File: src/rtl/congestion_detector_pkg.sv
// Shared definitions for the tunnel congestion detector.
package congestion_detector_pkg;

  typedef enum logic [1:0] {
    ST_CLEAR     = 2'b00,
    ST_PENDING   = 2'b01,
    ST_CONGESTED = 2'b10
  } cd_state_t;

endpackage

File: src/rtl/congestion_detector_if.sv
// Sensor inputs and congestion/occupancy outputs of the detector.
interface congestion_detector_if #(
  parameter int CNT_W = 6
);
  logic             car_in;
  logic             car_out;
  logic             congestion;
  logic [CNT_W-1:0] occupancy;
  logic             overflow;
  logic             underflow;

  modport master (
    output car_in, car_out,
    input  congestion, occupancy, overflow, underflow
  );

  modport slave (
    input  car_in, car_out,
    output congestion, occupancy, overflow, underflow
  );
endinterface

File: src/rtl/congestion_detector_sensor_sync_edge.sv
// Two-flop synchroniser for an asynchronous loop-sensor level, followed by a
// registered single-cycle pulse on each rising edge.
module sensor_sync_edge (
  input  logic clock,
  input  logic reset_n,
  input  logic sensor,
  output logic pulse
);
  logic sync1, sync2, sync2_d;

  always_ff @(posedge clock or negedge reset_n) begin
    if (!reset_n) begin
      sync1   <= 1'b0;
      sync2   <= 1'b0;
      sync2_d <= 1'b0;
      pulse   <= 1'b0;
    end else begin
      sync1   <= sensor;
      sync2   <= sync1;
      sync2_d <= sync2;
      pulse   <= sync2 & ~sync2_d;
    end
  end
endmodule

File: src/rtl/congestion_detector.sv
// Tunnel occupancy counter with saturating count, sticky over/underflow flags
// and a hysteresis + hold-off congestion FSM.
//
// state        | meaning
// ST_CLEAR     | occupancy below arm threshold, congestion low
// ST_PENDING   | occupancy at/above HIGH_TH, counting hold-off cycles
// ST_CONGESTED | congestion asserted until occupancy drops to LOW_TH
module congestion_detector
  import congestion_detector_pkg::*;
#(
  parameter int CNT_W       = 6,
  parameter int HIGH_TH     = 8,
  parameter int LOW_TH      = 4,
  parameter int HOLD_CYCLES = 3
) (
  input  logic                  clock,
  input  logic                  reset_n,
  congestion_detector_if.slave  bus
);
  localparam int               HOLD_W    = $clog2(HOLD_CYCLES + 1);
  localparam logic [CNT_W-1:0] OCC_MAX   = '1;
  localparam logic [CNT_W-1:0] HIGH      = CNT_W'(HIGH_TH);
  localparam logic [CNT_W-1:0] LOW       = CNT_W'(LOW_TH);
  localparam logic [HOLD_W-1:0] HOLD_LAST = HOLD_W'(HOLD_CYCLES - 1);

  logic              in_pulse, out_pulse;
  logic [CNT_W-1:0]  occ;
  logic              overflow_q, underflow_q;
  cd_state_t         state, next_state;
  logic [HOLD_W-1:0] hold_cnt, hold_nxt;
  logic              congestion_q, congestion_nxt;

  sensor_sync_edge u_sync_in (
    .clock   (clock),
    .reset_n (reset_n),
    .sensor  (bus.car_in),
    .pulse   (in_pulse)
  );

  sensor_sync_edge u_sync_out (
    .clock   (clock),
    .reset_n (reset_n),
    .sensor  (bus.car_out),
    .pulse   (out_pulse)
  );

  // Simultaneous entry and exit cancel; the count saturates at both ends.
  always_ff @(posedge clock or negedge reset_n) begin
    if (!reset_n) begin
      occ         <= '0;
      overflow_q  <= 1'b0;
      underflow_q <= 1'b0;
    end else if (in_pulse && !out_pulse) begin
      if (occ == OCC_MAX) overflow_q <= 1'b1;
      else                occ        <= occ + CNT_W'(1);
    end else if (out_pulse && !in_pulse) begin
      if (occ == '0) underflow_q <= 1'b1;
      else           occ         <= occ - CNT_W'(1);
    end
  end

  always_ff @(posedge clock or negedge reset_n) begin
    if (!reset_n) begin
      state        <= ST_CLEAR;
      hold_cnt     <= '0;
      congestion_q <= 1'b0;
    end else begin
      state        <= next_state;
      hold_cnt     <= hold_nxt;
      congestion_q <= congestion_nxt;
    end
  end

  always_comb begin
    next_state = state;
    hold_nxt   = hold_cnt;
    case (state)
      ST_CLEAR: begin
        if (occ >= HIGH) begin
          if (HOLD_CYCLES <= 1) begin
            next_state = ST_CONGESTED;
          end else begin
            next_state = ST_PENDING;
            hold_nxt   = HOLD_W'(1);
          end
        end
      end
      ST_PENDING: begin
        if (occ < HIGH) begin
          next_state = ST_CLEAR;
          hold_nxt   = '0;
        end else if (hold_cnt == HOLD_LAST) begin
          next_state = ST_CONGESTED;
          hold_nxt   = '0;
        end else begin
          hold_nxt = hold_cnt + HOLD_W'(1);
        end
      end
      ST_CONGESTED: begin
        if (occ <= LOW) next_state = ST_CLEAR;
      end
      default: begin
        next_state = ST_CLEAR;
        hold_nxt   = '0;
      end
    endcase
  end

  // The flag is registered alongside the state, so it equals (state == CONGESTED).
  always_comb begin
    congestion_nxt = (next_state == ST_CONGESTED);
  end

  assign bus.congestion = congestion_q;
  assign bus.occupancy  = occ;
  assign bus.overflow   = overflow_q;
  assign bus.underflow  = underflow_q;
endmodule

File: src/flat_wrapper.sv
// flat-port wrapper written by rule: the top's interface ports become plain ports
module congestion_detector_flat import congestion_detector_pkg::*;
#(
  parameter int CNT_W       = 6,
  parameter int HIGH_TH     = 8,
  parameter int LOW_TH      = 4,
  parameter int HOLD_CYCLES = 3
)
  (clock, reset_n, bus_car_in, bus_car_out, bus_congestion, bus_occupancy, bus_overflow, bus_underflow);
  congestion_detector_if #(.CNT_W(CNT_W)) bus_i ();
  input  logic clock;
  input  logic reset_n;
  input wire logic [$bits(bus_i.car_in)-1:0] bus_car_in;
  input wire logic [$bits(bus_i.car_out)-1:0] bus_car_out;
  output wire logic [$bits(bus_i.congestion)-1:0] bus_congestion;
  output wire logic [$bits(bus_i.occupancy)-1:0] bus_occupancy;
  output wire logic [$bits(bus_i.overflow)-1:0] bus_overflow;
  output wire logic [$bits(bus_i.underflow)-1:0] bus_underflow;
  assign bus_i.car_in = bus_car_in;
  assign bus_i.car_out = bus_car_out;
  assign bus_congestion = bus_i.congestion;
  assign bus_occupancy = bus_i.occupancy;
  assign bus_overflow = bus_i.overflow;
  assign bus_underflow = bus_i.underflow;
  congestion_detector #(.CNT_W(CNT_W), .HIGH_TH(HIGH_TH), .LOW_TH(LOW_TH), .HOLD_CYCLES(HOLD_CYCLES)) u_core (.clock(clock), .reset_n(reset_n), .bus(bus_i));
endmodule
File: config.mk
export PLATFORM = sky130hd
export DESIGN_NAME = congestion_detector_flat
export DESIGN_NICKNAME = d
export VERILOG_FILES = /design/src/rtl/congestion_detector_pkg.sv /design/src/rtl/congestion_detector_if.sv /design/src/rtl/congestion_detector_sensor_sync_edge.sv /design/src/rtl/congestion_detector.sv /design/src/flat_wrapper.sv
export SDC_FILE = /design/constraint.sdc
export NUM_CORES = 1
export LEC_CHECK = 0
export BUFFER_PORTS_ARGS = -buffer_cell sky130_fd_sc_hd__buf_4
export CAP_MARGIN = 20
export CORE_ASPECT_RATIO = 0.7
export CORE_MARGIN = 5
export CORE_UTILIZATION = 28
export CTS_CLUSTER_DIAMETER = 40
export DETAILED_ROUTE_END_ITERATION = 6
export PLACE_DENSITY_LB_ADDON = 0.1
export SLEW_MARGIN = 20
export SYNTH_ARGS = -nofsm -noshare
export SYNTH_HDL_FRONTEND = slang
export SYNTH_HIERARCHICAL = 1
export SYNTH_SLANG_ARGS = --single-unit
export TNS_END_PERCENT = 50
File: constraint.sdc
create_clock -name clock -period 3.5 [get_ports clock]
set_input_delay 0.7 -clock clock [delete_from_list [all_inputs] [get_ports clock]]
set_output_delay 0.7 -clock clock [all_outputs]
set_load 0.05 [all_outputs]
==> impl_metrics.yaml, run 1 <==
sta:
  slew-limit-headroom_pct: 71.7
  final_slew_violations: 0
  post-route-min-period_ns: 2.10
  grt_setup_unrepaired: "no"
  setup_violations: 0
  setup_total_negative_slack_ns: 0
  timing.final.crit_share_pct: 59.9
  worst_clock_skew_ns: 0.00136
  clock.fmax_mhz: 477
  hold_viol: 0
  timing_worst_slew_pin_value_ns: 0.424
yosys:
  synth_mux_area_share_pct: 4.47
  synthesis.area_per_instance_sq_um: 12.9
  syn-instance-count: 76
  synth-compound-area-share_pct: 14.3
  post_syn_nets: 87
  synthesis.yosys.warnings: 6
  synth.ff_latch_count: 21
  yosysUniqueCellTypes: 29
  yosys.area_share.xor_xnor_pct: 4.47
  synthSimpleGateAreaFrac_pct: 11.9
  syn_area_sq_um: 980
  proportion_of_synthesized_chip_area_in_sequential_cells_pct: 53.6
  synth_top_family_by_area: "compound AO/OA/AOI/OAI gates"
  post_synth_fa_ha_maj_area_fraction_pct: 9.71
route:
  post-route-drc-count: 0
  via_per_inst: 4.35
  postRouteAntennaNets: 0
  routed_wl_mm: 1.72
  wire_per_inst_microns: 12.1
  firstDrtPassIters: 4
  vias: 617
  drtIter0Drc: 65
placed_design:
  io_buffer_count: 12
  detailedPlacementHpwl_mm: 1.25
  gp_congestion: 0.685
  dpl-instance-area_sq_mm: 0.00113
global_routing:
  grt_antenna_before_repair: 0
  number_of_global_route_vias_before_repair: 611
  grt_first_pass_wirelength_mm: 3.05
  gr-total-overflow: 0
  largest_net_degree_at_the_start_of_global_routing: 22
  grt_util_all_layers_pct: 8.62
pwr:
  static-leakage-power_nw: 0.505
  pwr_density_cell_mw_per_mm2: 986
  ir_drop_v: 0.000319
die:
  io_pins: 13
  die_w_microns: 80.7
  effective_utilization_at_floorplan_pct: 28.4
  die_area_sq_mm: 0.00480
  core_area_sq_mm: 0.00345
  die_y_microns: 59.5
  core.rowCount: 18
clocking:
  cts_root_buffer: "clkbuf_8"
  ctsLongestPathBuffers: 2
  clock_sink_count: 21
  cts_stage_hold_buffer_count: 0
  clkSlewWorstSetupHoldPaths_ns: 0.07
  tritoncts.num_buffers: 3
  tritoncts: "done"
  cts_setup_buffers: 0
  worst_skew_pair.late_latency_ns: 0.25
  cts_htree_levels: 1
  resized_gates_after_cts: 0
critical_path:
  timing.critical_path.fanout_max: 7
  worst_setup_path_start_kind: "flop"
  timing.critical_path.to_type: "flop"
  critical_path_class: "reg -> reg"
  worstPathArrival_ns: 2.28
  worst_ep_required_time_ns: 3.68
layout:
  multi_input_combinational_cell_area_sq_um: 439
  finish.net_count: 104
  nFillCells: 354
  diodes: 0
  syn_to_final_growth_pct: 20.2
  leading_cell_types_in_the_layout_fill_and_taps_excluded: "dfrtp_1 (21), buf_4 (12), o21ai_0 (6), ha_1 (6)"
  layout_commonest_cell: "dfrtp_1"
  post_route_cells_drive_above_1_share_pct: 28.3
  final-seq-area_sq_um: 526
  layout.core_utilization_pct: 34.2
  largest_register_ffs: 6
  final_design_area_no_fill_sq_mm: 0.00118
outcome:
  run_status: "finished clean"
flow_run:
  maxCapViolCount: 0
worst_hold_path:
  timing.hold.worst.class: "in -> async"
-- final cells by class --
cell class	count	share of cell area [%]
well taps	50	5.31
flip-flops and latches	21	44.6
repair buffers	12	7.65
clock buffers	4	3.83
multi-input cells	51	37.3
inverters	4	1.28
-- per-layer routing --
layer | vias up | part of all wire [%] | track usage [%]
met5 | - | 0 | 0
met4 | 0 | 1.0 | 2.17
met3 | 2 | 5.4 | 4.10
met2 | 10 | 42 | 11.8
met1 | 298 | 52 | 12.1
li1 | 307 | - | -
-- Yosys cell counts (all sizes together) --
cell,count,area (sq um)
nand4,2,12.5
nor2b,2,27.5
o21a,1,7.51
dfrtp,21,526
or2,1,6.26
a211oi,2,15.0
a21oi,4,20.0
nand2b,1,6.26
nor3,3,31.3
o21bai,1,7.51
a31o,1,8.76
o21ai,6,30.0
mux2,3,33.8
nand2,2,7.51
inv,4,15.0
nand4b,1,8.76
nand3,1,5.00
xor2,1,8.76
a21o,2,16.3
fa,1,20.0
a311oi,2,35.0
xnor2,4,35.0
ha,6,75.1
nor2,3,11.3
mux2i,1,10.0
-- stage by stage --
step / power [mW] / std cells / hold slack [ns] / setup slack [ns]
floorplan: 0.852 / 76 / 0.331 / 1.56
global placement: 1.02 / 138 / 0.331 / 1.46
detailed placement: 1.01 / 138 / 0.335 / 1.42
CTS: 1.18 / 142 / 0.323 / 1.40
global route: 1.25 / 142 / 0.328 / 1.22
finish: 1.16 / 142 / 0.318 / 1.40
-- worst paths after layout --
kind                                                    from                                   to  slack [ns]  cells after the start
setup / recovery            u_core/u_sync_in/pulse$_DFF_PN0_  u_core/bus.occupancy[5]$_DFFE_PN0P_        1.40                      8
hold reg to reg            u_core/u_sync_out/sync1$_DFF_PN0_    u_core/u_sync_out/sync2$_DFF_PN0_        0.35                      0
max in group asynchronous                            reset_n       u_core/hold_cnt[0]$_DFFE_PN0P_        2.97                      1
min in group clock         u_core/u_sync_out/sync1$_DFF_PN0_    u_core/u_sync_out/sync2$_DFF_PN0_        0.35                      0
setup reg to reg            u_core/u_sync_in/pulse$_DFF_PN0_  u_core/bus.occupancy[5]$_DFFE_PN0P_        1.40                      8
hold / removal                                       reset_n     u_core/u_sync_in/sync2$_DFF_PN0_        0.32                      1
-- critical path, cell delays in order (launching register included) --
cell	delay, ns
dfrtp_1	0.38
ha_1	0.23
inv_1	0.25
ha_1	0.31
a211oi_1	0.21
o21bai_1	0.10
a21oi_1	0.18
mux2i_1	0.23
xnor2_1	0.13
-- power breakdown --
group          switching [mW]  internal, mW  leakage, nW
registers               0.110         0.320        0.253
clock network          0.0746        0.0809       0.0228
logic                   0.344         0.231        0.229
-- cell families after synthesis --
family          count (synthesis)
simple gates                   16
buf+inv                         4
compound gates                 19
xor+xnor                        5
fa+ha+maj                       7
mux                             4
flops                          21
No activity file was read; power rests on OpenSTA's default activity.
==> inputs of run 2 (changes only) <==
clock period = 2 ns   (was 3.5 ns; I/O delays follow)
==> run 2 against run 1 <==
Compared with the run above:
- final cell count rose by 3.5%
- count of clock-buffer cells in the layout fell by 1
- global-route usage rose by 0.55 points
- non-clock buffer count rose by 5
- wire length rose by 9.5%
- die area did not move
- worst setup slack got worse by 1.3 ns
- total power rose by 82%
- hold slack got worse by 0.31 ns
- largest cell class unchanged
==> impl_metrics.yaml, run 2 (synthesis gave the netlist of run 1 again) <==
outcome:
  run_status: "finished clean"
placed_design:
  io_buffer_count: 12
  detailedPlacementHpwl_mm: 1.32
  detailedPlace.worstSlack_ns: -0.0441
  numPlacedInstances: 140
  gp_congestion: 0.761
worst_hold_path:
  timing.hold.worst.class: "in -> async"
global_routing:
  grt_util_all_layers_pct: 9.17
  gr-total-overflow: 0
  grt_first_pass_wirelength_mm: 3.17
  gr-usage-met2_pct: 13.0
  grt_antenna_before_repair: 0
  largest_net_degree_at_the_start_of_global_routing: 22
  grt_util_met1_pct: 12.4
  top_usage_layer: "met2"
  number_of_global_route_vias_before_repair: 644
  groute.layer.met3.usage_pct: 3.80
critical_path:
  timing.critical_path.fanout_max: 6
  worst_setup_path_startpoint: "u_core/u_sync_out/pulse$_DFF_PN0_"
  critical_path_class: "reg -> reg"
  crit-reg2reg-capture: "u_core/bus.occupancy[1]$_DFFE_PN0P_"
  r2r_start: "u_core/u_sync_out/pulse$_DFF_PN0_"
  worstPathArrival_ns: 2.04
  worst_ep_required_time_ns: 2.14
  reg2reg_slack_ns: 0.1
  worst_setup_path_start_kind: "flop"
  setup_crit_end: "u_core/bus.occupancy[1]$_DFFE_PN0P_"
  timing.critical_path.to_type: "flop"
  reg2regPathDepth: 5
route:
  wire_per_inst_microns: 12.8
  vias: 615
  postRouteAntennaNets: 0
  routed_wl_mm: 1.88
  post-route-drc-count: 0
  drtIter0Drc: 26
  via_per_inst: 4.18
  firstDrtPassIters: 4
layout:
  syn_to_final_growth_pct: 27.6
  final-seq-area_sq_um: 526
  layout_commonest_cell: "dfrtp_1"
  finish.net_count: 109
  multi_input_combinational_cell_area_sq_um: 473
  leading_cell_types_in_the_layout_fill_and_taps_excluded: "dfrtp_1 (21), buf_4 (17), o21ai_0 (6)"
  nFillCells: 342
  diodes: 0
  finalNonFillerCells: 147
  post_route_cells_drive_above_1_share_pct: 39.2
  largest_register_ffs: 6
clocking:
  clkSlewWorstSetupHoldPaths_ns: 0.07
  cts_stage_hold_buffer_count: 0
  ctsLongestPathBuffers: 2
  cts_htree_levels: 1
  clock_sink_count: 21
  cts_root_buffer: "clkbuf_8"
  tritoncts: "done"
  worst_skew_pair.late_latency_ns: 0.25
  tritoncts.num_buffers: 3
die:
  die_area_sq_mm: 0.00480
  die_w_microns: 80.7
  core.rowCount: 18
  io_pins: 13
  die_y_microns: 59.5
  core_area_sq_mm: 0.00345
  effective_utilization_at_floorplan_pct: 28.4
sta:
  worst_clock_skew_ns: 0.00207
  grt_setup_unrepaired: "no"
  setup_violations: 0
  slew-limit-headroom_pct: 70.2
  final_slew_violations: 0
  clock.fmax_mhz: 525
  post-route-min-period_ns: 1.90
  hold_viol: 0
  setup_total_negative_slack_ns: 0
  timing_worst_slew_pin_value_ns: 0.448
  timing.final.crit_share_pct: 95.2
  post-route-worst-setup-slack_ns: 0.0963
pwr:
  static-leakage-power_nw: 0.534
  pwr_density_cell_mw_per_mm2: 1690
  ir_drop_v: 0.000573
  total_power_mw: 2.11
flow_run:
  maxCapViolCount: 0
[run 2: area by class of cell]
| type | count | share of cell area, % |
|---|---|---|
| clock inverters | 1 | 0.400 |
| flip-flops and latches | 21 | 42.0 |
| clock buffers | 3 | 3.30 |
| multi-input cells | 51 | 37.8 |
| repair buffers | 17 | 10.2 |
| well taps | 50 | 5.01 |
| inverters | 4 | 1.20 |
[run 2: report_power, final]
part / internal (mW) / switching [mW] / total, mW / leakage, nW
combinational: 0.451 / 0.635 / 1.09 / 0.256
sequential: 0.559 / 0.201 / 0.760 / 0.253
clock: 0.138 / 0.129 / 0.267 / 0.0255
[run 2: worst min-delay path by stage]
| stage | endpoint | from |
|---|---|---|
| after global routing | u_core/u_sync_out/sync2_d$_DFF_PN0_ | reset_n |
| final | u_core/u_sync_in/sync2_d$_DFF_PN0_ | reset_n |
| after floorplan | u_core/bus.congestion$_DFF_PN0_ | reset_n |
| after global placement | u_core/bus.overflow$_DFFE_PN0P_ | reset_n |
| after CTS | u_core/u_sync_out/sync2$_DFF_PN0_ | reset_n |
| after detailed placement | u_core/bus.overflow$_DFFE_PN0P_ | reset_n |
[run 2: what timing repair did]
action | CTS | global route
resized for setup | 2 | 5
setup buffers | 0 | 3
pin swaps | 1 | 3
setup endpoints to repair | 1 | 2
cloned | 0 | 0
[run 2: routing by layer]
layer | vias up | routed length (microns)
met4 | 0 | 17
met3 | 2 | 95
li1 | 313 | -
met5 | - | 0
met1 | 285 | 967
met2 | 15 | 803
[run 2: critical path: stages, from the launching register on]
cell and delay [ns]:
dfrtp_1 0.40, buf_4 0.14, buf_4 0.12, ha_1 0.33, a311oi_4 0.41, mux2_2 0.39
[run 2: per-stage QoR]
| stage | area [sq um] | hold slack [ns] | util (%) |
|---|---|---|---|
| final | 1250 | 0.0117 | 36.3 |
| after detailed placement | 1150 | 0.302 | 33.3 |
| after floorplan | 980 | 0.104 | - |
| after CTS | 1200 | 0.0170 | 34.8 |
| after global routing | 1250 | 0.0294 | 36.3 |
| after global placement | 1150 | 0.304 | 33.3 |
